==> config.mk <==
export PLATFORM = sky130hd
export DESIGN_NAME = alu_sequencer
export DESIGN_NICKNAME = d
export VERILOG_FILES = /design/src/rtl/alu_sequencer_pkg.sv /design/src/rtl/alu_regfile.sv /design/src/rtl/alu_sequencer.sv
export SDC_FILE = /design/constraint.sdc
export NUM_CORES = 1
export LEC_CHECK = 0
export ABC_AREA = 1
export CORE_UTILIZATION = 25
export DETAILED_ROUTE_END_ITERATION = 8
export HOLD_SLACK_MARGIN = 0.1
export MAX_ROUTING_LAYER = met4
export PLACE_DENSITY_LB_ADDON = 0.05
export SLEW_MARGIN = 20
export SYNTH_ARGS = -nofsm -noshare
export SYNTH_HDL_FRONTEND = slang
export SYNTH_SLANG_ARGS = --single-unit
==> constraint.sdc <==
create_clock -name clk -period 4.21 [get_ports clk]
set_input_delay 0.6315 -clock clk [delete_from_list [all_inputs] [get_ports clk]]
set_output_delay 0.6315 -clock clk [all_outputs]
set_load 0.01 [all_outputs]
==> src/rtl/alu_sequencer_pkg.sv <==
// Shared opcode constants, FSM state type and opcode classification helper.
package alu_sequencer_pkg;

  localparam int OP_ADD = 0;
  localparam int OP_SUB = 1;
  localparam int OP_XOR = 2;
  localparam int OP_AND = 3;
  localparam int OP_OR  = 4;
  localparam int OP_MUL = 5;
  localparam int OP_SHL = 11;
  localparam int OP_SHR = 12;

  typedef enum logic [1:0] {
    IDLE = 2'd0,
    EXEC = 2'd1,
    MUL  = 2'd2,
    RESP = 2'd3
  } seqState_t;

  // Single-cycle ALU operations executed in EXEC.
  function automatic logic isAluOp(input int op);
    return (op inside {OP_ADD, OP_SUB, OP_XOR, OP_AND, OP_OR, OP_SHL, OP_SHR});
  endfunction

endpackage

==> src/rtl/alu_regfile.sv <==
// Four-entry register file: two combinational read ports, one write port.
module alu_regfile
  import alu_sequencer_pkg::*;
#(
  parameter int BITS = 8
) (
  input  logic            clk,
  input  logic            rstN,
  input  logic [1:0]      rdAddrA,
  input  logic [1:0]      rdAddrB,
  output logic [BITS-1:0] rdDataA,
  output logic [BITS-1:0] rdDataB,
  input  logic            wrEn,
  input  logic [1:0]      wrAddr,
  input  logic [BITS-1:0] wrData
);

  logic [BITS-1:0] regs [4];

  // Register storage, cleared asynchronously on reset.
  always_ff @(posedge clk or negedge rstN) begin
    if (!rstN) begin
      for (int i = 0; i < 4; i++) regs[i] <= '0;
    end else if (wrEn) begin
      regs[wrAddr] <= wrData;
    end
  end

  assign rdDataA = regs[rdAddrA];
  assign rdDataB = regs[rdAddrB];

endmodule

==> src/rtl/alu_sequencer.sv <==
// Instruction sequencer driving an external combinational ALU, with a
// shift-add multiplier built on the ALU adder and a ready/valid response.
module alu_sequencer
  import alu_sequencer_pkg::*;
#(
  parameter int BITS   = 8,
  parameter int OPCODE = 5
) (
  input  logic              clk,
  input  logic              rstN,
  input  logic              instrValid,
  output logic              instrReady,
  input  logic [OPCODE-1:0] instrOp,
  input  logic [1:0]        instrRd,
  input  logic [1:0]        instrRs1,
  input  logic [1:0]        instrRs2,
  input  logic              instrImmSel,
  input  logic [BITS-1:0]   instrImm,
  output logic [OPCODE-1:0] aluFunction,
  output logic [BITS-1:0]   vectorA,
  output logic [BITS-1:0]   vectorB,
  input  logic [BITS-1:0]   aluResult,
  output logic              respValid,
  input  logic              respReady,
  output logic [BITS-1:0]   respData,
  output logic              respZero,
  output logic              respOverflow,
  output logic              respError
);

  localparam int CNT_W = (BITS > 1) ? $clog2(BITS) : 1;
  localparam logic [CNT_W-1:0] MUL_LAST = CNT_W'(BITS - 1);

  seqState_t              state, stateNext;
  logic                   started;
  logic [OPCODE-1:0]      opL;
  logic [1:0]             rdL;
  logic signed [BITS-1:0] opA, opB;
  logic [BITS-1:0]        acc, mcand, mplier, accNext, operandB;
  logic [CNT_W-1:0]       mulCnt;
  logic [BITS-1:0]        rdDataA, rdDataB, wrData;
  logic                   wrEn, accept, mulLast;

  // Signed overflow flag; only add and subtract can overflow.
  function automatic logic addSubOverflow(input logic [OPCODE-1:0] op,
                                          input logic signed [BITS-1:0] a,
                                          input logic signed [BITS-1:0] b,
                                          input logic signed [BITS-1:0] r);
    logic sa, sb, sr;
    sa = (a < 0);
    sb = (b < 0);
    sr = (r < 0);
    if (op == OPCODE'(OP_ADD)) return (sa == sb) && (sr != sa);
    if (op == OPCODE'(OP_SUB)) return (sa != sb) && (sr != sa);
    return 1'b0;
  endfunction

  alu_regfile #(.BITS(BITS)) uRegfile (
    .clk     (clk),
    .rstN    (rstN),
    .rdAddrA (instrRs1),
    .rdAddrB (instrRs2),
    .rdDataA (rdDataA),
    .rdDataB (rdDataB),
    .wrEn    (wrEn),
    .wrAddr  (rdL),
    .wrData  (wrData)
  );

  // Ready is held off until the first edge after reset release.
  assign instrReady = started && (state == IDLE);
  assign respValid  = (state == RESP);
  assign accept     = instrReady && instrValid;
  assign operandB   = instrImmSel ? instrImm : rdDataB;
  assign mulLast    = (mulCnt == MUL_LAST);
  assign accNext    = mplier[0] ? aluResult : acc;

  // State register and post-reset start flag.
  always_ff @(posedge clk or negedge rstN) begin
    if (!rstN) begin
      state   <= IDLE;
      started <= 1'b0;
    end else begin
      state   <= stateNext;
      started <= 1'b1;
    end
  end

  // Next-state decode, ALU drive and register-file write strobe.
  always_comb begin
    stateNext   = state;
    aluFunction = '0;
    vectorA     = '0;
    vectorB     = '0;
    wrEn        = 1'b0;
    wrData      = aluResult;
    case (state)
      IDLE: begin
        if (accept) begin
          if (isAluOp(int'(instrOp)))           stateNext = EXEC;
          else if (instrOp == OPCODE'(OP_MUL))  stateNext = MUL;
          else                                  stateNext = RESP;
        end
      end
      EXEC: begin
        aluFunction = opL;
        vectorA     = opA;
        vectorB     = opB;
        wrEn        = 1'b1;
        stateNext   = RESP;
      end
      MUL: begin
        // ALU function 0 (add) accumulates the shifted multiplicand.
        vectorA = acc;
        vectorB = mcand;
        if (mulLast) begin
          wrEn      = 1'b1;
          wrData    = accNext;
          stateNext = RESP;
        end
      end
      RESP: begin
        if (respReady) stateNext = IDLE;
      end
      default: stateNext = IDLE;
    endcase
  end

  // Operand latching, multiplier iteration and response registers.
  always_ff @(posedge clk or negedge rstN) begin
    if (!rstN) begin
      opL          <= '0;
      rdL          <= '0;
      opA          <= '0;
      opB          <= '0;
      acc          <= '0;
      mcand        <= '0;
      mplier       <= '0;
      mulCnt       <= '0;
      respData     <= '0;
      respZero     <= 1'b0;
      respOverflow <= 1'b0;
      respError    <= 1'b0;
    end else begin
      case (state)
        IDLE: begin
          if (accept) begin
            opL    <= instrOp;
            rdL    <= instrRd;
            opA    <= rdDataA;
            opB    <= operandB;
            acc    <= '0;
            mcand  <= rdDataA;
            mplier <= operandB;
            mulCnt <= '0;
            if (stateNext == RESP) begin
              respData     <= '0;
              respZero     <= 1'b1;
              respOverflow <= 1'b0;
              respError    <= 1'b1;
            end
          end
        end
        EXEC: begin
          respData     <= aluResult;
          respZero     <= (aluResult == '0);
          respOverflow <= addSubOverflow(opL, opA, opB, aluResult);
          respError    <= 1'b0;
        end
        MUL: begin
          acc    <= accNext;
          mcand  <= mcand << 1;
          mplier <= mplier >> 1;
          mulCnt <= mulCnt + 1'b1;
          if (mulLast) begin
            respData     <= accNext;
            respZero     <= (accNext == '0);
            respOverflow <= 1'b0;
            respError    <= 1'b0;
          end
        end
        RESP: begin
          if (respReady) begin
            respData     <= '0;
            respZero     <= 1'b0;
            respOverflow <= 1'b0;
            respError    <= 1'b0;
          end
        end
        default: ;
      endcase
    end
  end

endmodule

==> impl_metrics.json <==
{
  "status": "complete, no violations",
  "synth.avg_cell_area_um2": 7.45,
  "hold_buffers": 0,
  "worstPathArrival_ns": 2.66,
  "grt_max_degree": 46,
  "layout-drive-gt1-share": 0.0604,
  "skew_ns": 0.0127,
  "ys_seq_area_frac": 0.463,
  "finalNonFillerCells": 1015,
  "area.growth.synth_to_final_pct": 23.2,
  "nets": 779,
  "clk_pin_slew_ns": 0.07,
  "ff2ff_setup_slack_ns": 1.26,
  "start_util": 0.255,
  "dieArea_mm2": 0.0213,
  "setup_viol": 0,
  "postCtsResizedCells": 0,
  "cp_slowest_stage_delay_ns": 0.67,
  "clk_latency_ns": 0.35,
  "drt-met1-wl_um": 8680,
  "startpoint_type": "flop",
  "synth_top_area_frac": 0.463,
  "critPathCaptureType": "output pin",
  "port_buffers": 65,
  "power_switching_w": 0.00195,
  "drt_iter0_drc": 382,
  "die_h_um": 146,
  "hold_viol_final": 0,
  "antennaDiodeCount": 0,
  "gr-total-overflow": 0,
  "yosys_register_bits": 96,
  "htreeDepth": 3,
  "crit_required_ns": 3.58,
  "path_max_fanout": 24,
  "io_pins": 66,
  "crit_path_top_delay_cell": "inv_1",
  "firstDrtPassIters": 4,
  "core-area_mm2": 0.0203,
  "synth-main-ff-cell": "dfrtp_1",
  "wl_met2_um": 7670,
  "crit_path_cell_trace": "inv_1 -> ha_1 -> inv_1 -> a21oi_1 -> clkdlybuf4s50_1",
  "fin_crit_sh": 0.782,
  "via_count": 4688,
  "synthArstFlopShare": 1.00,
  "wire_per_inst_um": 17.0,
  "r2r_start": "state[0]$_DFF_PN0_",
  "netlist_top_cells_count": "nand2_1 (252), dfrtp_1 (96), o21ai_0 (90)",
  "path_delay_family": "buffers and inverters",
  "placed_cells": 999,
  "clock_sinks": 96,
  "drc": 0,
  "clk_path_buf_depth": 2,
  "combPwrFrac": 0.440,
  "ys_types": 32,
  "top_layer": "met4",
  "ys_warn_count": 0,
  "period_minus_slack_ns": 3.29,
  "synth_area_leader_cell": "dfrtp_1",
  "syn_nets": 735,
  "finalWeightedCongestion": 0.785,
  "total_leakage_power_nw": 2.93,
  "antenna_found_initial": 0,
  "ant_nets": 0,
  "hpwl_um": 12300,
  "ys_top_cells_by_area": "dfrtp_1 (46%), nand2_1 (18%), o21ai_0 (8.7%)",
  "cap_violations": 0,
  "cp_common_cell": "inv_1",
  "cts_tree": "yes",
  "post-synth-top-count-cell": "nand2_1",
  "grt_pass1_vias": 4624,
  "r2r_end": "respData[3]$_DFFE_PN0P_",
  "path_buf_inv": 3,
  "pwr-share-seq": 0.351,
  "syn_area_mm2": 0.00518,
  "cts_buffers": 9,
  "rsz0062_at_grt": "false",
  "grt_pass1_wl_um": 27500,
  "wl_met3_um": 665,
  "vias_per_cell": 4.62,
  "swShare": 0.423,
  "slew_headroom": 0.409,
  "p_per_area_mw_per_mm2": 723,
  "fin_ws_ns": 0.919,
  "die_x_um": 146,
  "cts-root-buf": "clkbuf_16",
  "p_clk_frac": 0.210,
  "vdd_ir_drop_max_uv": 227,
  "post_cts_buffers": 0,
  "wl_um": 17300,
  "tightest_slew_ns": 0.886,
  "track_usage": 0.175,
  "r2r_cells": 12,
  "fmax_mhz": 304,
  "synth_edf_count": 0,
  "final.setup.tns_ns": 0,
  "path_class": "reg -> out",
  "syn_inst": 696,
  "slew_viol_final": 0,
  "intPower_w": 0.00267,
  "pre_cts_ws_ns": 1.11,
  "placementRows": 52,
  "hp-class": "in -> async"
}
cell type report:
cell class / instances / area (µm²)
Clock buffer: 11 / 243
Sequential cell: 96 / 2400
Multi-Input combinational cell: 498 / 2370
Clock inverter: 5 / 104
Tap cell: 270 / 338
Timing Repair Buffer: 71 / 688
Inverter: 64 / 243
Fill cell: 2212 / 13900
layout by cell type, fill, tap and decap left out:
cell type        instances
nand2_1                252
dfrtp_1                 96
o21ai_0                 90
clkdlybuf4s50_1         63
a21oi_1                 60
inv_1                   59
nor2_1                  23
nand3_1                 17
mux2_2                   9
clkbuf_16                9
o211ai_1                 8
a31oi_1                  7
ha_1                     7
buf_4                    7
o21ai_1                  6
nor3_1                   4
nor3_4                   4
inv_2                    3
bufinv_16                3
or2_2                    2
nand3_4                  1
inv_4                    1
nand2_4                  1
nand3b_1                 1
clkinv_1                 1
o22ai_1                  1
o21ai_4                  1
nand4_1                  1
xor2_1                   1
nor4_1                   1
clkbuf_8                 1
clkinv_4                 1
clkinv_2                 1
clkbuf_1                 1
buf_2                    1
conb_1                   1
worst max-delay path by stage:
| stage | start | to | slack [ns] | cells past startpoint |
|---|---|---|---|---|
| 2_1_floorplan | state[1]$_DFF_PN0_ | vectorA[6] | 2.00 | 7 |
| 3_3_place_gp | instrValid | respData[6]$_DFFE_PN0P_ | 1.16 | 11 |
| 3_5_place_dp | instrValid | respData[2]$_DFFE_PN0P_ | 1.11 | 10 |
| 4_1_cts | state[0]$_DFF_PN0_ | vectorA[2] | 0.87 | 5 |
| 5_1_grt | state[0]$_DFF_PN0_ | vectorA[2] | 0.77 | 5 |
| 6_report | state[0]$_DFF_PN0_ | vectorA[2] | 0.92 | 5 |
worst register-to-register path: cells and delay by family (launching register included):
family | cells | cell delay [ns]
buffers and inverters | 4 | 1.04
AND/OR/NAND/NOR | 6 | 0.97
flip-flops | 1 | 0.42
AO/OA/AOI/OAI | 1 | 0.24
adder cells (fa/ha/maj) | 1 | 0.16
cell families after synthesis:
logic type      share of synthesized area
simple gates                        0.244
compound gates                      0.175
buf+inv                            0.0791
flops                               0.463
mux                                0.0195
fa+ha+maj                          0.0169
other cells                      0.000723
xor+xnor                          0.00169
registers in the layout, summed over array words and instances (netlist names):
name	count
rdL	2
state	2
started	1
opA	8
respOverflow	1
opL	5
mplier	8
mulCnt	3
respData	8
acc	8
mcand	8
uRegfile.regs	32
opB	8
respError	1
respZero	1
routing by layer:
layer | up-vias | global-route usage
met2 | 99 | 0.260
met1 | 2236 | 0.242
met5 | - | -
met4 | 0 | 0.0552
met3 | 15 | 0.0281
li1 | 2338 | -
metrics by stage:
stage / hold WS (ns) / util / cell area [µm²] / total power [W]
5_1_grt: 0.279 / 0.315 / 6390 / 0.00502
6_report: 0.250 / 0.315 / 6390 / 0.00462
3_5_place_dp: 0.466 / 0.298 / 6050 / 0.00368
2_1_floorplan: 0.336 / - / 5180 / 0.00292
4_1_cts: 0.262 / 0.315 / 6390 / 0.00469
3_3_place_gp: 0.465 / 0.298 / 6050 / 0.00368
power by group through the flow:
stage | registers, W | logic, W | clock network [W]
floorplan | 0.00157 | 0.00135 | 0
global placement | 0.00163 | 0.00205 | 0
detailed placement | 0.00163 | 0.00205 | 0
CTS | 0.00162 | 0.00207 | 0.00100
global route | 0.00168 | 0.00231 | 0.00104
finish | 0.00162 | 0.00203 | 0.000969
No activity file was read; power rests on OpenSTA's default activity.
